===== src/rtl/commit_trace_buffer.sv =====
// Retirement trace FIFO: first-word-fall-through, a push is visible at the head right after its edge; out_ready may stall indefinitely and a full FIFO drops and counts commits.
// The TRACE_FILTER_EN macro keeps only register/memory writers and the terminating commit.

// Generic FWFT FIFO. The caller must never push when full without a same-cycle pop, and never pop when empty.
module ctb_fifo #(
  parameter int WIDTH = 8,
  parameter int DEPTH = 16,
  localparam int AW = $clog2(DEPTH)
) (
  input  logic             clk,
  input  logic             rst,
  input  logic             push_vld,
  input  logic [WIDTH-1:0] push_dat,
  input  logic             pop_vld,
  output logic [WIDTH-1:0] head_dat,
  output logic [AW:0]      count
);
  logic [WIDTH-1:0] mem [DEPTH];
  logic [AW-1:0]    rd_ptr;
  logic [AW-1:0]    wr_ptr;

  assign head_dat = mem[rd_ptr];

  // Storage is reset so the head reads all-zero straight out of reset.
  always_ff @(posedge clk or negedge rst) begin
    if (!rst) begin
      rd_ptr <= '0;
      wr_ptr <= '0;
      count  <= '0;
      for (int i = 0; i < DEPTH; i++) mem[i] <= '0;
    end else begin
      if (push_vld) begin
        mem[wr_ptr] <= push_dat;
        wr_ptr      <= wr_ptr + 1'b1;
      end
      if (pop_vld) rd_ptr <= rd_ptr + 1'b1;
      case ({push_vld, pop_vld})
        2'b10:   count <= count + 1'b1;
        2'b01:   count <= count - 1'b1;
        default: ;
      endcase
    end
  end
endmodule

module commit_trace_buffer #(
  parameter int          DEPTH    = 16,
  parameter logic [31:0] PC_LIMIT = 32'h0000_0200,
  parameter int          CNT_W    = 16
) (
  input  logic             clk,
  input  logic             rst,
  input  logic             commit_valid,
  input  logic [31:0]      commit_pc,
  input  logic [31:0]      commit_instr,
  input  logic             commit_rd_we,
  input  logic [4:0]       commit_rd,
  input  logic [31:0]      commit_rd_data,
  input  logic             commit_mem_we,
  input  logic [31:0]      commit_mem_addr,
  output logic             out_valid,
  input  logic             out_ready,
  output logic [31:0]      out_pc,
  output logic [31:0]      out_instr,
  output logic [31:0]      out_rd_data,
  output logic [31:0]      out_mem_addr,
  output logic [4:0]       out_rd,
  output logic             out_rd_we,
  output logic             out_mem_we,
  output logic [31:0]      retired_count,
  output logic [CNT_W-1:0] drop_count,
  output logic             done
);
  localparam int AW = $clog2(DEPTH);
  localparam logic [AW:0] DEPTH_C = (AW+1)'(DEPTH);

  typedef struct packed {
    logic [31:0] pc;
    logic [31:0] instr;
    logic        rd_we;
    logic [4:0]  rd;
    logic [31:0] rd_data;
    logic        mem_we;
    logic [31:0] mem_addr;
  } entry_t;

  typedef enum logic [1:0] {RUN, DRAIN, FINISHED} state_t;

  state_t      state;
  entry_t      in_dat;
  entry_t      head;
  logic [AW:0] count;
  logic [AW:0] cnt_after_pop;
  logic        pop;
  logic        eligible;
  logic        instr_x;
  logic        term;
  logic        keep;
  logic        room;
  logic        push;
  logic        drop;

  assign out_valid     = (count != '0);
  assign pop           = out_valid && out_ready;
  assign cnt_after_pop = count - (AW+1)'(pop);
  assign eligible      = commit_valid && (state == RUN);

  // Evaluates false in synthesis and in 2-state simulation.
  assign instr_x = ((^commit_instr) === 1'bx);
  assign term    = (commit_instr == 32'h0000_0063) || (commit_instr == 32'h0000_0000) ||
                   instr_x || (commit_pc >= PC_LIMIT);

`ifdef TRACE_FILTER_EN
  assign keep = (commit_rd_we && (commit_rd != 5'd0)) || commit_mem_we || term;
`else
  assign keep = 1'b1;
`endif

  // A full FIFO still has room when the head leaves on the same edge.
  assign room = (count < DEPTH_C) || pop;
  assign push = eligible && keep && room;
  assign drop = eligible && keep && !room;

  always_comb begin
    in_dat          = '0;
    in_dat.pc       = commit_pc;
    in_dat.instr    = commit_instr;
    in_dat.rd_we    = commit_rd_we && (commit_rd != 5'd0);
    in_dat.rd       = commit_rd;
    in_dat.rd_data  = commit_rd_data;
    in_dat.mem_we   = commit_mem_we;
    in_dat.mem_addr = commit_mem_addr;
  end

  ctb_fifo #(
    .WIDTH ($bits(entry_t)),
    .DEPTH (DEPTH)
  ) u_fifo (
    .clk      (clk),
    .rst      (rst),
    .push_vld (push),
    .push_dat (in_dat),
    .pop_vld  (pop),
    .head_dat (head),
    .count    (count)
  );

  assign out_pc       = head.pc;
  assign out_instr    = head.instr;
  assign out_rd_we    = head.rd_we;
  assign out_rd       = head.rd;
  assign out_rd_data  = head.rd_data;
  assign out_mem_we   = head.mem_we;
  assign out_mem_addr = head.mem_addr;

  always_ff @(posedge clk or negedge rst) begin
    if (!rst) begin
      state         <= RUN;
      done          <= 1'b0;
      retired_count <= '0;
      drop_count    <= '0;
    end else begin
      if (eligible) retired_count <= retired_count + 32'd1;
      if (drop && (drop_count != {CNT_W{1'b1}})) drop_count <= drop_count + 1'b1;
      case (state)
        RUN: begin
          if (eligible && term) state <= DRAIN;
        end
        DRAIN: begin
          if (cnt_after_pop == '0) begin
            state <= FINISHED;
            done  <= 1'b1;
          end
        end
        default: ;
      endcase
    end
  end
endmodule


===== config.mk =====
export PLATFORM = sky130hd
export DESIGN_NAME = commit_trace_buffer
export DESIGN_NICKNAME = d
export VERILOG_FILES = /design/src/rtl/commit_trace_buffer.sv
export SDC_FILE = /design/constraint.sdc
export NUM_CORES = 2
export LEC_CHECK = 0
export CORE_MARGIN = 4
export CORE_UTILIZATION = 40
export DETAILED_ROUTE_END_ITERATION = 7
export SYNTH_ARGS = -nofsm -noshare
export SYNTH_HDL_FRONTEND = slang
export SYNTH_SLANG_ARGS = --single-unit

===== constraint.sdc =====
create_clock -name clk -period 3.31 [get_ports clk]
set_input_delay 0.662 -clock clk [delete_from_list [all_inputs] [get_ports clk]]
set_output_delay 0.662 -clock clk [all_outputs]
set_load 0.005 [all_outputs]

[After elaboration in Yosys (flattened, before gate mapping)]
Index checks and enable logic that the tools add are counted.
Storage, ports and cells
  flip-flop bits (word level): 2224
  latch bits: 0
  memory bits (writable): 0
  memory bits (read-only): 0
  bits of input ports: 139
  memories: 0
Cells by class
  add/subtract/negate cells: 7
  multiply operators: 0
  div/mod/pow operators: 0
  order comparisons: 5
  equal/unequal tests: 8
  shifts and indexed selects: 0
  muxes and demuxes: 10
  bitwise logic cells: 2
  reduce and logical (&&, ||, !) cells: 23
Operators by type and width (number)
  $bwmux 2160: 1
  $bmux 135 s4: 1
  $demux 135 s4: 1
  $mux 135: 3
  $add 32x1->32 const B: 1
  $eq 32x7->1 const B: 1
  $ge 32x10->1 const B: 1
  $logic_not 32->1: 1
  $reduce_xor 32->1: 1
  $add 16x1->16 const B: 1
  $ne 16x16->1 const B: 1
  $ge 5x5->1 const B: 2
  $not 4->5: 2
  $pmux 5 s2: 1
  $reduce_bool 5->1: 2
  $add 4x1->4 const B: 2
  $logic_and 1x1->1: 8
  $add 5x1->5 const B: 1
  $logic_not 5->1: 1
  $lt 5x1->1 const B: 1
  $lt 5x5->1 const B: 1
  $sub 5x1->5: 1
  $sub 5x1->5 const B: 1
  $eq 2x1->1 const B: 2
  12 further kinds: 17

[Depth between registers and ports, before layout]
  word-level depth: 7
  gate-level depth with buffers: 13

[By module]
Synthesis repeated with hierarchy kept, for this count alone.
Second synthesis, totals
  cell total of the unflattened synthesis: 6105
  area, all modules: 98941.1 um^2
Modules (own cells, without submodules)
  ctb_fifo: times used 1, cells an instance 5899, area an instance 96571.4 um^2, seq. area each 54377.2 um^2
  commit_trace_buffer: times used 1, cells an instance 206, area an instance 2369.8 um^2, seq. area each 1276.2 um^2

[Worst setup path before layout]
Ideal clock, no wire load.
  path kind: input-to-reg
  start: in commit_valid
  end: reg u_fifo.count[4]
  setup time: 123 ps
  data arrival time: 2942 ps
  data required time: 3187 ps
  path slack: 245 ps
  stages on the path: 12
  cells stage by stage: or3b_1 -> buf_6 -> nor2_8 -> buf_6 -> inv_1 -> ha_1 -> ha_1 -> nor2b_1 -> o21ai_0 -> a21oi_1 -> or3b_2 -> xnor2_1
On the way
  word-level cells in the longest chain between the ends: 4
  elaborated cells on any way between the ends: 6
  classes of those cells: eq/ne: 2; mux: 1; reduce/logical: 3
RTL lines
  start: declaration: line 53  | input logic commit_valid,
  $logic_and 1x1->1 *: line 106  | assign eligible = commit_valid && (state == RUN);
  $logic_and 1x1->1 *: line 121  | assign push = eligible && keep && room;
  $eq 2x1->1 or $eq 2x2->1 (tied branches): line 37  | case ({push_vld, pop_vld})
  $pmux 5 s2 or $reduce_bool 2->1 (tied branches)
  end signal: assignment: line 38  | 2'b10: count <= count + 1'b1;
  end signal: assignment: line 39  | 2'b01: count <= count - 1'b1;
  end: declaration: line 16  | output logic [AW:0] count
Every way passes the cells marked *; elsewhere a longest branch is shown, timed or not.
A chain may end at the register's enable or synchronous reset.

[Final worst setup path]
  start: reg u_fifo.rd_ptr[0]
  end: out out_pc[10]
On the way
  word-level cells in the longest chain between the ends: 4
RTL lines
  start: declaration: line 19  | logic [AW-1:0] rd_ptr;
  start signal: assignment: line 36  | if (pop_vld) rd_ptr <= rd_ptr + 1'b1;
  $not 4->5 (not written as such): line 22  | assign head_dat = mem[rd_ptr];
  $bmux 135 s4: line 22
  $mux 135 (not written as such) (2 in a row): line 22
  end: declaration: line 63  | output logic [31:0] out_pc,
Every way passes these cells. The select of a mux whose other input is x is not followed.

==> flow_metrics.py <==
metrics = {
    "run_status": {
        "status": "complete, but fails checks",
        "violations": "negative setup slack",
    },
    "pwr": {
        "p_clk_share_pct": 27.5,
        "p_sw_share_pct": 30.3,
        "p_leak_nw": 60.9,
        "power_frac_seq_pct": 36.6,
        "p_total_w": 0.0960,
        "ir_worst_vdd_mv": 0.528,
        "power_switching_w": 0.0291,
        "p_int_w": 0.0669,
        "pwr-share-comb_pct": 35.9,
        "power_density_nw_per_um2": 770,
    },
    "place": {
        "dpl_worst_slack_ns": -0.163,
        "port_buffers": 323,
        "place.gp.congestion": 0.771,
        "hpwl_mm": 159,
    },
    "synth": {
        "avgSynthCellArea_sq_um": 16.4,
        "synth.largest_area_cell": "dfrtp_1",
        "ys.flop_type": "dfrtp_1",
        "yosysUniqueCellTypes": 42,
        "syn-num-nets": 6339,
        "yosysWarnings": 0,
        "synthCells": 6187,
        "synth_top_area_share_pct": 54.8,
        "synthArstFlopShare_pct": 100,
        "yosys_register_bits": 2224,
        "synth_edf_count": 0,
        "ys_seq_area_share_pct": 54.8,
        "netlist_area_sq_um": 102000,
        "synth.area.top_cells": "dfrtp_1 55%, mux2_2 18%, mux4_2 12%, mux2_4 7.9%, a22oi_1 1.4%",
    },
    "grt": {
        "grt.total_usage_pct": 21.2,
        "grt_antenna_before_repair": 45,
        "grt_pass1_vias": 62700,
        "grt_overflow": 0,
        "grt_pass1_wl_mm": 422,
        "grt_max_degree": 151,
    },
    "final_layout": {
        "final_common_cell": "dfrtp_1",
        "area_growth_pct": 22.8,
        "layout-drive-gt1-share_pct": 59.9,
        "nNetsFinal": 6999,
        "utilization_pct": 49.5,
        "final_cell_mix": "2220 x dfrtp_1, 1615 x mux2_2, 540 x mux4_2",
    },
    "flow_run": {
        "maxCapViolations": 0,
    },
    "detailed_routing": {
        "wl_per_cell_microns": 27.0,
        "ant_nets": 0,
        "wl_met3_mm": 12.4,
        "first_pass_iters": 5,
        "m1WireLength_mm": 126,
        "via_count": 57800,
        "route.met2.wl_mm": 134,
        "top_layer_used": "met5",
        "drc": 0,
        "avgViaCountPerCell": 5.56,
        "drt-total-wl_mm": 281,
        "drt_iter0_drc": 3717,
    },
    "clock_tree": {
        "clk_latency_ns": 0.89,
        "cts_tree": "yes",
        "clock_sinks": 2224,
        "cts_root_buf": "clkbuf_16",
        "cts_made_buffers": 235,
        "cts_max_level": 4,
        "clkSlewWorstSetupHoldPaths_ns": 0.06,
        "clock_path_buffers": 3,
    },
    "floorplanning": {
        "die_w_microns": 512,
        "die-area_sq_um": 262000,
        "die_h_microns": 512,
        "core-area_sq_um": 252000,
        "ios": 324,
        "row_count": 184,
        "start_util_pct": 40.3,
    },
    "worst_setup_path": {
        "end_kind": "output pin",
        "crit_type": "reg2out",
        "worstPathArrival_ns": 3.21,
        "reg2reg_depth": 10,
        "crit_fanout": 5,
        "crit_path_max_incr_delay_ns": 0.52,
        "cpMaxStageDelayCell": "dfrtp_4",
        "critPathRequiredTime_ns": 2.65,
        "crit_chain": "buf_12 > buf_16 > buf_12 > buf_6 > buf_6 > mux4_2 > nor2b_4 > a211oi_2 > a21oi_1 > buf_4 > buf_6",
        "crit_top_cell": "buf_6",
        "critPathLaunchType": "flop",
    },
    "timing": {
        "final-hold-violation-count": 0,
        "finalClockSkew_ns": 0.0519,
        "tns_ns": -44.97,
        "finalCritPeriodShare_pct": 117,
        "tightest_slew_ns": 0.841,
        "finalCriticalPeriod_ns": 3.88,
        "relSlewSlack_pct": 43.8,
        "setup_ws_ns": -0.566,
        "rsz0062_at_grt": "yes",
        "setup_viol": 135,
        "finalMaxSlewViolations": 0,
        "max_freq_ghz": 0.258,
    },
    "min_path": {
        "hp-class": "in2async",
    },
}
-- per-layer routing --
layer	vias up	track usage, %
met5	-	0
met4	28	6.03
met3	426	3.91
met2	1121	34.1
met1	31800	29.6
li1	24400	-
-- synthesized netlist by cell type (3+ instances only) --
| master | count |
|---|---|
| buf_6 | 73 |
| and4_1 | 8 |
| or3_1 | 3 |
| xor2_1 | 14 |
| mux4_2 | 540 |
| a21oi_1 | 40 |
| nor3_1 | 4 |
| nand4_1 | 14 |
| clkbuf_1 | 235 |
| a22oi_1 | 194 |
| buf_1 | 37 |
| nand2_1 | 143 |
| mux2i_1 | 39 |
| mux2_4 | 532 |
| dfrtp_1 | 2224 |
| a211oi_1 | 39 |
| nand3_1 | 34 |
| inv_1 | 8 |
| and3_1 | 4 |
| buf_2 | 222 |
| nor2_1 | 16 |
| or2_2 | 3 |
| mux2_2 | 1615 |
| and2_1 | 6 |
| o21ai_0 | 22 |
| xnor2_1 | 42 |
| ha_1 | 12 |
| nor2b_1 | 48 |
-- worst max-delay path: cells and delay by family (launching register included) --
kind            cells  cell delay (ns)
compound gates      2             0.27
buf+inv             7             0.98
flops               1             0.52
mux                 1             0.42
simple gates        1             0.14
-- per-stage QoR --
step	area, sq um	instances	hold slack [ns]
after floorplan	102000	6187	0.366
after global placement	111000	9660	0.457
after detailed placement	111000	9660	0.465
after CTS	123000	10300	0.381
after global routing	125000	10400	0.391
final	125000	10400	0.410
-- power groups by stage --
stage,registers [W],clock network (W),logic [W]
global placement,0.0352,0,0.0265
CTS,0.0351,0.0270,0.0329
detailed placement,0.0355,0,0.0269
finish,0.0352,0.0264,0.0345
global route,0.0357,0.0281,0.0365
floorplan,0.0344,0,0.0163
-- cell type report --
cell class	count	area, sq um
Sequential cell	2224	55700
Fill cell	21000	127000
Multi-Input combinational cell	3388	44700
Clock buffer	352	6840
Antenna cell	18	45.0
Clock inverter	77	905
Tap cell	3348	4190
Inverter	8	30.0
Timing Repair Buffer	990	12300
-- sequential cells by signal, indices dropped and copies added, names as in the netlist --
| register | cells |
|---|---|
| drop_count | 16 |
| retired_count | 32 |
| u_fifo.wr_ptr | 4 |
| u_fifo.mem | 2160 |
| u_fifo.rd_ptr | 4 |
| done | 1 |
| u_fifo.count | 5 |
| state | 2 |
-- worst paths after layout --
path	start	end	slack, ns
max	u_fifo.rd_ptr[0]	out_pc[10]	-0.57
min	rst	u_fifo.mem[1603]	0.41
max reg2reg	u_fifo.count[1]	u_fifo.count[4]	0.27
min reg2reg	u_fifo.mem[1690]	u_fifo.mem[1690]	0.48
max in group asynchronous	rst	u_fifo.mem[1531]	1.62
min in group clk	u_fifo.mem[1690]	u_fifo.mem[1690]	0.48
-- cells by family after synthesis --
| family | after synthesis | share of synthesized area, % |
|---|---|---|
| xor gates and xnor gates | 56 | 0.483 |
| and+or+nand+nor | 294 | 1.42 |
| buffers and inverters | 575 | 2.94 |
| muxes | 2726 | 38.1 |
| DFF | 2224 | 54.8 |
| adders and majority gates | 13 | 0.168 |
| AOI/OAI and AO/OA | 299 | 2.06 |
-- what timing repair did --
action,CTS,global route
buffers inserted,180,126
endpoints found under the hold margin,17,0
pin swaps,185,183
gates resized for setup,930,383
endpoints found under the setup margin,135,135
hold buffers,1,0
cloned,35,10
Power figures use the tool's default switching activity.
